===== src/rtl/cond_code_unit.sv =====
// Condition-code responder for the fetch/decode/execute control FSM.
// Evaluates the instruction condition field against the NZCV flag register,
// maintains the flags, and keeps saturating executed/skipped counters.
module cond_code_unit #(
   parameter int unsigned CNT_W = 16
) (
   input  logic             clk,
   input  logic             rst_n,
   input  logic [1:0]       curr_state,
   input  logic [3:0]       cond_in,
   input  logic             set_flags,
   input  logic [3:0]       alu_nzcv,
   input  logic             flags_wr,
   input  logic [3:0]       flags_wdata,
   input  logic             cnt_clr,
   output logic             condition_code_check,
   output logic [3:0]       flags,
   output logic [CNT_W-1:0] exec_cnt,
   output logic [CNT_W-1:0] skip_cnt
);

   localparam logic [1:0] IDLE_STATE     = 2'd0;
   localparam logic [1:0] FETCH_STATE    = 2'd1;
   localparam logic [1:0] LOAD_REG_STATE = 2'd2;
   localparam logic [1:0] ALU_STATE      = 2'd3;

   localparam logic [CNT_W-1:0] CNT_MAX = '1;

   logic [3:0]       flags_q, flags_d;
   logic [CNT_W-1:0] exec_cnt_q, exec_cnt_d;
   logic [CNT_W-1:0] skip_cnt_q, skip_cnt_d;
   logic             flag_n, flag_z, flag_c, flag_v;
   logic             cond_pass;
   logic             check_c;

   assign flag_n = flags_q[3];
   assign flag_z = flags_q[2];
   assign flag_c = flags_q[1];
   assign flag_v = flags_q[0];

   // Condition field evaluation against the current flags
   always_comb begin
      cond_pass = 1'b0;
      case (cond_in)
         4'd0:  cond_pass = flag_z;
         4'd1:  cond_pass = !flag_z;
         4'd2:  cond_pass = flag_c;
         4'd3:  cond_pass = !flag_c;
         4'd4:  cond_pass = flag_n;
         4'd5:  cond_pass = !flag_n;
         4'd6:  cond_pass = flag_v;
         4'd7:  cond_pass = !flag_v;
         4'd8:  cond_pass = flag_c && !flag_z;
         4'd9:  cond_pass = !flag_c || flag_z;
         4'd10: cond_pass = (flag_n == flag_v);
         4'd11: cond_pass = (flag_n != flag_v);
         4'd12: cond_pass = !flag_z && (flag_n == flag_v);
         4'd13: cond_pass = flag_z || (flag_n != flag_v);
         4'd14: cond_pass = 1'b1;
         4'd15: cond_pass = 1'b0;
      endcase
   end

   // Check is only meaningful while the FSM sits in the register-load state
   assign check_c = (curr_state == LOAD_REG_STATE) && cond_pass;

   // Flag register next state: ALU update beats direct write; direct write only in idle
   always_comb begin
      flags_d = flags_q;
      if ((curr_state == ALU_STATE) && set_flags) begin
         flags_d = alu_nzcv;
      end else if ((curr_state == IDLE_STATE) && flags_wr) begin
         flags_d = flags_wdata;
      end
   end

   // Saturating executed/skipped counters; clear beats increment
   always_comb begin
      exec_cnt_d = exec_cnt_q;
      skip_cnt_d = skip_cnt_q;
      if (cnt_clr) begin
         exec_cnt_d = '0;
         skip_cnt_d = '0;
      end else if (curr_state == LOAD_REG_STATE) begin
         if (check_c) begin
            if (exec_cnt_q != CNT_MAX) exec_cnt_d = exec_cnt_q + CNT_W'(1);
         end else begin
            if (skip_cnt_q != CNT_MAX) skip_cnt_d = skip_cnt_q + CNT_W'(1);
         end
      end
   end

   // State registers
   always_ff @(posedge clk or negedge rst_n) begin
      if (!rst_n) begin
         flags_q    <= 4'b0000;
         exec_cnt_q <= '0;
         skip_cnt_q <= '0;
      end else begin
         flags_q    <= flags_d;
         exec_cnt_q <= exec_cnt_d;
         skip_cnt_q <= skip_cnt_d;
      end
   end

   assign condition_code_check = check_c;
   assign flags                = flags_q;
   assign exec_cnt             = exec_cnt_q;
   assign skip_cnt             = skip_cnt_q;

   // FETCH_STATE has no dedicated behaviour; keep the encoding referenced
   logic unused_fetch;
   assign unused_fetch = (curr_state == FETCH_STATE);

endmodule


===== config.mk =====
export PLATFORM = sky130hd
export DESIGN_NAME = cond_code_unit
export DESIGN_NICKNAME = d
export VERILOG_FILES = /design/src/rtl/cond_code_unit.sv
export SDC_FILE = /design/constraint.sdc
export NUM_CORES = 1
export LEC_CHECK = 0
export BUFFER_PORTS_ARGS = -buffer_cell sky130_fd_sc_hd__buf_2
export CORE_ASPECT_RATIO = 0.6
export CORE_MARGIN = 2
export CORE_UTILIZATION = 36
export DETAILED_ROUTE_END_ITERATION = 8
export HOLD_SLACK_MARGIN = 0.05
export PLACE_DENSITY = 0.61
export SYNTH_ARGS = -nofsm -noshare
export SYNTH_HDL_FRONTEND = slang
export SYNTH_SLANG_ARGS = --single-unit

===== constraint.sdc =====
create_clock -name clk -period 4.1 [get_ports clk]
set_input_delay 0.615 -clock clk [delete_from_list [all_inputs] [get_ports clk]]
set_output_delay 0.615 -clock clk [all_outputs]
set_load 0.02 [all_outputs]

==> results of run 1 <==
-- critical path, stage by stage, from the launching register on --
cell,delay (ns)
dfrtp_1,0.42
xor2_1,0.30
mux2i_1,0.33
o211ai_4,0.18
a21oi_4,0.53
nor2_1,0.09
buf_2,0.18
-- cell families (layout without fill, tap and decap cells) --
family                   after synthesis  after routing  synth area share
adder cells (fa/ha/maj)                2              2            0.0106
XOR/XNOR                               3              3            0.0111
buffers and inverters                 15             67            0.0397
AO/OA/AOI/OAI                         47             47             0.149
flip-flops                            36             36             0.381
multiplexers                          22             22            0.0999
AND/OR/NAND/NOR                      128            128             0.309
-- sequential cells by signal, summed over array words and instances (netlist names) --
name and count:
exec_cnt 16, skip_cnt 16, flags 4
-- worst paths after layout --
check,start,to,slack [ns],depth (start not counted)
min in group clk,flags[0],flags[0],0.56,2
max,flags[3],condition_code_check,1.15,6
max in group asynchronous,rst_n,skip_cnt[13],3.13,1
min reg2reg,flags[0],flags[0],0.56,2
min,rst_n,flags[2],0.43,1
max reg2reg,skip_cnt[0],skip_cnt[12],1.56,7
-- placed cells by master, fill, tap and decap left out, drive strengths merged, types with 3 or more instances in the layout --
cell,count
mux2,13
buf,55
inv,4
o31ai,5
nor2,24
and4,4
or3,8
nand4,17
nor3,7
a31o,3
mux2i,9
a21oi,17
or4,6
clkbuf,6
nor2b,13
nand3,11
nand2,12
and3b,3
and3,8
o21ai,10
nand2b,6
dfrtp,36
-- layout make-up --
| type | count | area, um^2 |
|---|---|---|
| Multi-Input combinational cell | 202 | 1370 |
| Sequential cell | 36 | 901 |
| Tap cell | 84 | 105 |
| Inverter | 4 | 15.0 |
| Clock buffer | 6 | 82.6 |
| Timing Repair Buffer | 55 | 275 |
| Fill cell | 637 | 3460 |
| Clock inverter | 2 | 10.0 |
-- stage by stage --
stage | std cells | utilization
final | 389 | 0.444
after floorplan | 253 | -
after global routing | 389 | 0.444
after detailed placement | 381 | 0.429
after CTS | 389 | 0.444
after global placement | 381 | 0.429
-- power groups by stage --
stage	clock network, mW	logic, mW	registers (mW)
floorplan	0	0.0912	0.392
global placement	0	0.133	0.383
detailed placement	0	0.136	0.383
CTS	0.280	0.136	0.376
global route	0.298	0.148	0.378
finish	0.274	0.135	0.376
-- layer usage --
| layer | up-vias | track usage | wire length, um |
|---|---|---|---|
| li1 | 1045 | - | - |
| met1 | 1039 | 0.240 | 3000 |
| met2 | 57 | 0.240 | 2380 |
| met3 | 5 | 0.0391 | 340 |
| met4 | 0 | 0.0417 | 36 |
| met5 | - | 0 | 0 |
==> qor.yml, run 1 <==
outcome:
  status: "completed"
worst_setup_path:
  startpoint_type: "flip-flop"
  required_ns: 3.48
  critical_path_class: "reg -> out"
  worstSetupEndpointType: "output port"
  cp_max_fo: 26
  arrival_ns: 2.33
die:
  ios: 56
  die_h_um: 66.8
  dieArea_um2: 7260
  core_area_um2: 6220
  start_util: 0.380
  core.rowCount: 22
  die_x_um: 109
synth:
  synth_area_per_cell_um2: 9.35
  ys_warn_count: 0
  synth_edf_count: 0
  synth_seq_cells: 36
  synth_cells: 253
  seq_area_frac_synth: 0.381
  synth_cell_types: 54
  synth_area_um2: 2370
  yosysTopAreaCellShare: 0.381
  synthArstFlopShare: 1.00
  synth_common_cells: "36 x dfrtp_1, 23 x nor2_1, 17 x nand4_1"
  syn-num-nets: 274
  yosysMostFrequentCell: "dfrtp_1"
  ys_top_cells_by_area: "dfrtp_1 38%, mux2_2 6.2%, nand4_1 4.5%"
  ys.flop_type: "dfrtp_1"
  yosys.area.top_type: "dfrtp_1"
sta:
  rsz0062_at_grt: "false"
  layout_setup_ws_ns: 1.15
  fin_tns_setup_ns: 0
  min_period_ns: 2.95
  clock_skew_ns: 0.00579
  post-route-period-util: 0.719
  final-max-slew-violation-count: 0
  final_hold_viol_count: 0
  slew_headroom: 0.421
  final-setup-viol-count: 0
  max_freq_ghz: 0.339
  tightest_slew_ns: 0.869
  whs_ns: 0.434
clock_tree:
  clock_latency_ns: 0.29
  ctsHtreeMaxLevel: 2
  cts_tree: "yes"
  post_cts_buffers: 0
  clk_pin_slew_ns: 0.08
  ctsHoldBuffers: 0
  cts_buffer_depth: 2
  cts_buffers: 5
  cts_resized: 0
  root_buffer: "clkbuf_8"
  cts.sinks: 36
placement:
  port_buffers: 55
  gp_congestion: 0.820
  pre_cts_ws_ns: 1.19
  hpwl_um: 4040
  place_area_um2: 2670
job:
  maxCapViolCount: 0
power:
  power_mw: 0.786
  p_int_mw: 0.545
  p_comb_frac: 0.172
  seqPwrFrac: 0.479
  p_sw_mw: 0.241
  p_sw_frac: 0.306
  p_leak_nw: 1.30
  p_clk_frac: 0.349
  peakVddDrop_uv: 114
  p_per_area_nw_per_um2: 285
layout:
  drive_above_1_share: 0.305
  area_growth_pct: 16.7
  antennaDiodeCount: 0
  nets: 325
  finalInstanceArea_um2: 2760
routing:
  drc: 0
  via_count: 2146
  totalWireLength_um: 5760
  ant_nets: 0
  vias_per_cell: 5.52
  wl_per_cell_um: 14.8
  drt_pass1_iterations: 5
  drt_iter0_drc: 142
grt:
  grt_pass1_wl_um: 9320
  grt_max_degree: 49
  antenna_found_initial: 0
  grtUsageTotal: 0.164
  grt_pass1_vias: 1944
  grt.overflow.total: 0
min_path:
  hold_path.class: "in -> async"
(Power assumes the default switching activity.)
==> inputs of run 2 (changes only) <==
--- a/config.mk
+++ b/config.mk
@@ -5,13 +5,14 @@
 export SDC_FILE = /design/constraint.sdc
 export NUM_CORES = 1
 export LEC_CHECK = 0
+export ABC_AREA = 1
 export BUFFER_PORTS_ARGS = -buffer_cell sky130_fd_sc_hd__buf_2
 export CORE_ASPECT_RATIO = 0.6
 export CORE_MARGIN = 2
 export CORE_UTILIZATION = 36
 export DETAILED_ROUTE_END_ITERATION = 8
 export HOLD_SLACK_MARGIN = 0.05
-export PLACE_DENSITY = 0.61
+export PLACE_DENSITY = 0.63
 export SYNTH_ARGS = -nofsm -noshare
 export SYNTH_HDL_FRONTEND = slang
 export SYNTH_SLANG_ARGS = --single-unit
==> constraint.sdc (replaced) <==
create_clock -name clk -period 2.65 [get_ports clk]
set_input_delay 0.3975 -clock clk [delete_from_list [all_inputs] [get_ports clk]]
set_output_delay 0.3975 -clock clk [all_outputs]
set_load 0.02 [all_outputs]
==> qor.yml, run 2 <==
outcome:
  status: "completed"
power:
  p_per_area_nw_per_um2: 464
  peakVddDrop_uv: 308
  power_mw: 1.38
  p_leak_nw: 1.63
layout:
  area_growth_pct: 18.1
  antennaDiodeCount: 0
  multi_input_area_um2: 1400
  final_common_cell: "nand2_1"
  nets: 434
  regArea_um2: 901
  final_cell_mix: "102 x nand2_1, 55 x buf_2, 48 x nand3_1"
  post-route-util: 0.443
  nFillCells: 701
  drive_above_1_share: 0.213
worst_setup_path:
  required_ns: 2.25
  crit_chain: "nor3_1, nand2_1, nand2_1, nand2_1, nand3_1, nand2_1, nand2_2, nand2_4, inv_2, buf_2"
  cp_slowest_cell: "dfrtp_1"
  critical_path_class: "reg -> out"
  cp_max_fo: 18
  path_common_cell: "nand2_1"
  crit_path_max_incr_delay_ns: 0.42
  arrival_ns: 1.79
  worstSetupEndpointType: "output port"
  ff2ff_path_depth: 11
  startpoint_type: "flip-flop"
die:
  die_h_um: 68.9
  core_area_um2: 6730
  dieArea_um2: 7720
  core.rowCount: 23
  die_x_um: 112
  start_util: 0.375
  ios: 56
clock_tree:
  root_buffer: "clkbuf_16"
  cts_buffers: 5
  cts_buffer_depth: 2
  ctsHoldBuffers: 0
  cts_resized: 0
  post_cts_buffers: 0
  clock_latency_ns: 0.28
  cts.sinks: 36
  cts_tree: "yes"
  clk_pin_slew_ns: 0.06
  ctsHtreeMaxLevel: 2
routing:
  drc: 0
  drt_iter0_drc: 128
  totalWireLength_um: 6380
  dr.max_layer_used: "met4"
  drt_pass1_iterations: 4
  drt-met1-wl_um: 3400
  wl_per_cell_um: 12.8
  ant_nets: 0
  dr_wl_met3_um: 408
  met2_length_um: 2560
  via_count: 2497
  vias_per_cell: 4.99
sta:
  min_period_ns: 2.19
  clock_skew_ns: 0.00693
  post-route-period-util: 0.827
  final-max-slew-violation-count: 0
  slew_headroom: 0.428
  rsz0062_at_grt: "false"
  final-setup-viol-count: 0
  tightest_slew_ns: 0.858
  max_freq_ghz: 0.456
  fin_tns_setup_ns: 0
  final_hold_viol_count: 0
synth:
  synth_area_per_cell_um2: 6.97
  ys.flop_type: "dfrtp_1"
  synth_seq_cells: 36
  yosysMostFrequentCell: "nand2_1"
  yosysTopAreaCellShare: 0.357
  synth_edf_count: 0
  yosys.area.top_type: "dfrtp_1"
  synth_cell_types: 35
  seq_area_frac_synth: 0.357
  ys_top_cells_by_area: "dfrtp_1 36%, nand2_1 15%, nand3_1 9.5%"
  ys_warn_count: 0
  synthArstFlopShare: 1.00
  synth_cells: 362
  synth_common_cells: "102 x nand2_1, 48 x nand3_1, 37 x nor2_1"
  syn-num-nets: 383
  synth_area_um2: 2520
job:
  maxCapViolCount: 0
grt:
  grtUsageTotal: 0.171
  grt_max_degree: 37
  antenna_found_initial: 0
  grt_pass1_vias: 2182
  grt.overflow.total: 0
  grt_pass1_wl_um: 10600
min_path:
  hold_path.class: "in -> async"
placement:
  port_buffers: 55
  gp_congestion: 0.828
  hpwl_um: 4460
run 2: layer usage:
layer | up-vias | global-route usage
met5 | - | 0
met4 | 0 | 0.0412
met3 | 2 | 0.0463
met2 | 58 | 0.247
met1 | 1156 | 0.253
li1 | 1281 | -
run 2: stage by stage:
step / cell area [um^2] / hold WS, ns / instances / worst slack, ns
2_1_floorplan: 2520 / 0.102 / 362 / 0.755
5_1_grt: 2980 / 0.318 / 500 / 0.290
3_5_place_dp: 2850 / 0.540 / 493 / 0.524
3_3_place_gp: 2850 / 0.545 / 493 / 0.559
4_1_cts: 2980 / 0.261 / 500 / 0.439
6_report: 2980 / 0.210 / 500 / 0.458
run 2: area by class of cell:
cell class | instances | share of cell area
multi-input cells | 273 | 0.470
clock inverters | 1 | 0.00168
inverters | 41 | 0.0516
flip-flops and latches | 36 | 0.302
well taps | 87 | 0.0365
clock buffers | 6 | 0.0432
repair buffers | 56 | 0.0948
run 2: cell families (layout without fill, tap and decap cells):
logic type / Yosys count / after routing / synth area share
xor gates and xnor gates: 20 / 20 / 0.0694
DFF: 36 / 36 / 0.357
and+or+nand+nor: 232 / 232 / 0.429
adders and majority gates: 2 / 2 / 0.00991
buffers and inverters: 53 / 104 / 0.0877
AOI/OAI and AO/OA: 19 / 19 / 0.0471
run 2: power breakdown:
| group | total (mW) | switching, mW | internal [mW] |
|---|---|---|---|
| clock network | 0.569 | 0.227 | 0.342 |
| logic | 0.219 | 0.151 | 0.0676 |
| registers | 0.596 | 0.0267 | 0.569 |
| total | 1.38 | 0.405 | 0.978 |
run 2: worst paths after layout:
check,from,to,slack [ns]
worst max-delay path,flags[2],condition_code_check,0.46
worst min-delay path,rst_n,exec_cnt[4],0.21
worst max register to register,skip_cnt[0],skip_cnt[11],0.51
worst min register to register,skip_cnt[9],skip_cnt[9],0.55
max in group asynchronous,rst_n,skip_cnt[10],1.88
min in group clk,alu_nzcv[1],flags[1],0.37
run 2: critical path, delay by kind of cell, from the launching register on:
family                 cells  cell delay [ns]
DFF                        1             0.42
buffers and inverters      2             0.22
and+or+nand+nor            8             0.85
==> inputs of run 3 (changes only) <==
--- a/config.mk
+++ b/config.mk
@@ -12,7 +12,7 @@
 export CORE_UTILIZATION = 36
 export DETAILED_ROUTE_END_ITERATION = 8
 export HOLD_SLACK_MARGIN = 0.05
-export PLACE_DENSITY = 0.63
+export PLACE_DENSITY = 0.61
 export SYNTH_ARGS = -nofsm -noshare
 export SYNTH_HDL_FRONTEND = slang
 export SYNTH_SLANG_ARGS = --single-unit
==> constraint.sdc (replaced) <==
create_clock -name clk -period 2.2 [get_ports clk]
set_input_delay 0.33 -clock clk [delete_from_list [all_inputs] [get_ports clk]]
set_output_delay 0.33 -clock clk [all_outputs]
set_load 0.02 [all_outputs]
==> qor.yml, run 3 (synthesis gave the netlist of run 2 again) <==
layout:
  drive_above_1_share: 0.219
  area_growth_pct: 20.8
  final_common_cell: "nand2_1"
  antennaDiodeCount: 0
  post-route-util: 0.453
  final_cell_mix: "102 x nand2_1, 55 x buf_2, 48 x nand3_1"
  finalInstanceArea_um2: 3050
  nets: 436
  finalNonFillerCells: 503
job:
  maxCapViolCount: 0
worst_setup_path:
  crit_path_max_incr_delay_ns: 0.43
  startpoint_type: "flip-flop"
  arrival_ns: 1.72
  cp_slowest_cell: "dfrtp_1"
  critical_path_class: "reg -> out"
  cp_max_fo: 18
  path_common_cell: "nand2_1"
  crit_chain: "nor3_2, nand2_1, nand2_1, nand2_1, nand3_1, nand2_1, nand2_4, nand2_8, inv_2, buf_2"
  critical_path_buf_inv_count: 2
  critPathTopFamily: "simple AND/OR/NAND/NOR gates"
  worstSetupEndpointType: "output port"
  required_ns: 1.87
grt:
  grt_max_degree: 37
  grt_pass1_wl_um: 10800
  grt.overflow.total: 0
  antenna_found_initial: 0
  grtUsageTotal: 0.173
  grt_pass1_vias: 2210
power:
  p_per_area_nw_per_um2: 562
  p_leak_nw: 1.65
  peakVddDrop_uv: 365
  power_mw: 1.71
die:
  ios: 56
  core.rowCount: 23
  core_area_um2: 6730
  start_util: 0.375
  die_x_um: 112
  die_h_um: 68.9
  dieArea_um2: 7720
routing:
  wl_per_cell_um: 13.0
  vias_per_cell: 4.84
  totalWireLength_um: 6550
  drt_iter0_drc: 190
  drc: 0
  ant_nets: 0
  drt_pass1_iterations: 4
  via_count: 2435
sta:
  final-setup-viol-count: 0
  layout_setup_ws_ns: 0.155
  final_hold_viol_count: 0
  post-route-period-util: 0.930
  final-max-slew-violation-count: 0
  min_period_ns: 2.05
  slew_headroom: 0.432
  tightest_slew_ns: 0.852
  max_freq_ghz: 0.489
  clock_skew_ns: 0.00364
placement:
  hpwl_um: 4620
  pre_cts_ws_ns: 0.147
  place_area_um2: 2880
  place_inst: 495
  gp_congestion: 0.808
  port_buffers: 55
clock_tree:
  clock_latency_ns: 0.27
  post_cts_buffers: 0
  root_buffer: "clkbuf_16"
  cts_buffers: 5
  cts_buffer_depth: 2
  clk_pin_slew_ns: 0.05
  ctsHtreeMaxLevel: 2
  cts_tree: "yes"
  cts.sinks: 36
min_path:
  hold_path.class: "in -> async"
outcome:
  status: "completed"
[run 3: cell count changes in the layout (fill, tap and decap cells not counted), sizes merged]
cell and delta:
buf +2, clkbuf +2, clkinv -1
[run 3: final timing paths]
path                             start              endpoint  slack [ns]  cells past startpoint
setup / recovery              flags[2]  condition_code_check        0.15                     10
hold / removal                   rst_n           exec_cnt[7]        0.17                      1
setup reg to reg           exec_cnt[0]          exec_cnt[11]        0.18                     12
hold reg to reg            skip_cnt[1]           skip_cnt[1]        0.56                      2
max in group asynchronous        rst_n          skip_cnt[12]        1.50                      1
min in group clk           alu_nzcv[1]              flags[1]        0.30                      3
[run 3: metrics by stage]
stage,hold slack (ns),TNS (ns)
floorplan,0.0344,0
global route,0.241,-0.00708
global placement,0.493,0
finish,0.169,0
CTS,0.195,0
detailed placement,0.487,0
[run 3: worst register-to-register path, cell delays in order, from the launching register on]
cell and delay, ns:
dfrtp_1 0.45, ha_1 0.26, nand2_1 0.09, inv_2 0.04, nand2_1 0.12, nor2_2 0.06, nand2_1 0.08, nor2_2 0.04
a21oi_1 0.21, nand3_4 0.26, nand2_8 0.21, nand2_1 0.08, nand2_1 0.06
[run 3: what timing repair did]
action / in CTS / in global routing
gates resized for setup: 0 / 4
setup endpoints to repair: 0 / 16
hold buffers: 0 / 0
[run 3: layout make-up]
class	instances	area (um^2)
clock buffers	8	146
fillers	709	3680
inverters	41	154
multi-input cells	273	1430
flip-flops and latches	36	901
well taps	87	109
repair buffers	58	310
[run 3: metal layers]
layer,global-route usage,wire length [um],part of all wire,vias up
li1,-,-,-,1283
met3,0.0455,384,0.059,2
met2,0.245,2590,0.40,51
met5,0,0,0,-
met1,0.265,3560,0.54,1099
met4,0.0290,18,0.0027,0
[run 3: power by group]
| group | internal [mW] | switching [mW] | leakage (nW) |
|---|---|---|---|
| Sequential | 0.685 | 0.0332 | 0.492 |
| Combinational | 0.0893 | 0.190 | 1.09 |
| Clock | 0.452 | 0.262 | 0.0712 |
| Total | 1.23 | 0.486 | 1.65 |
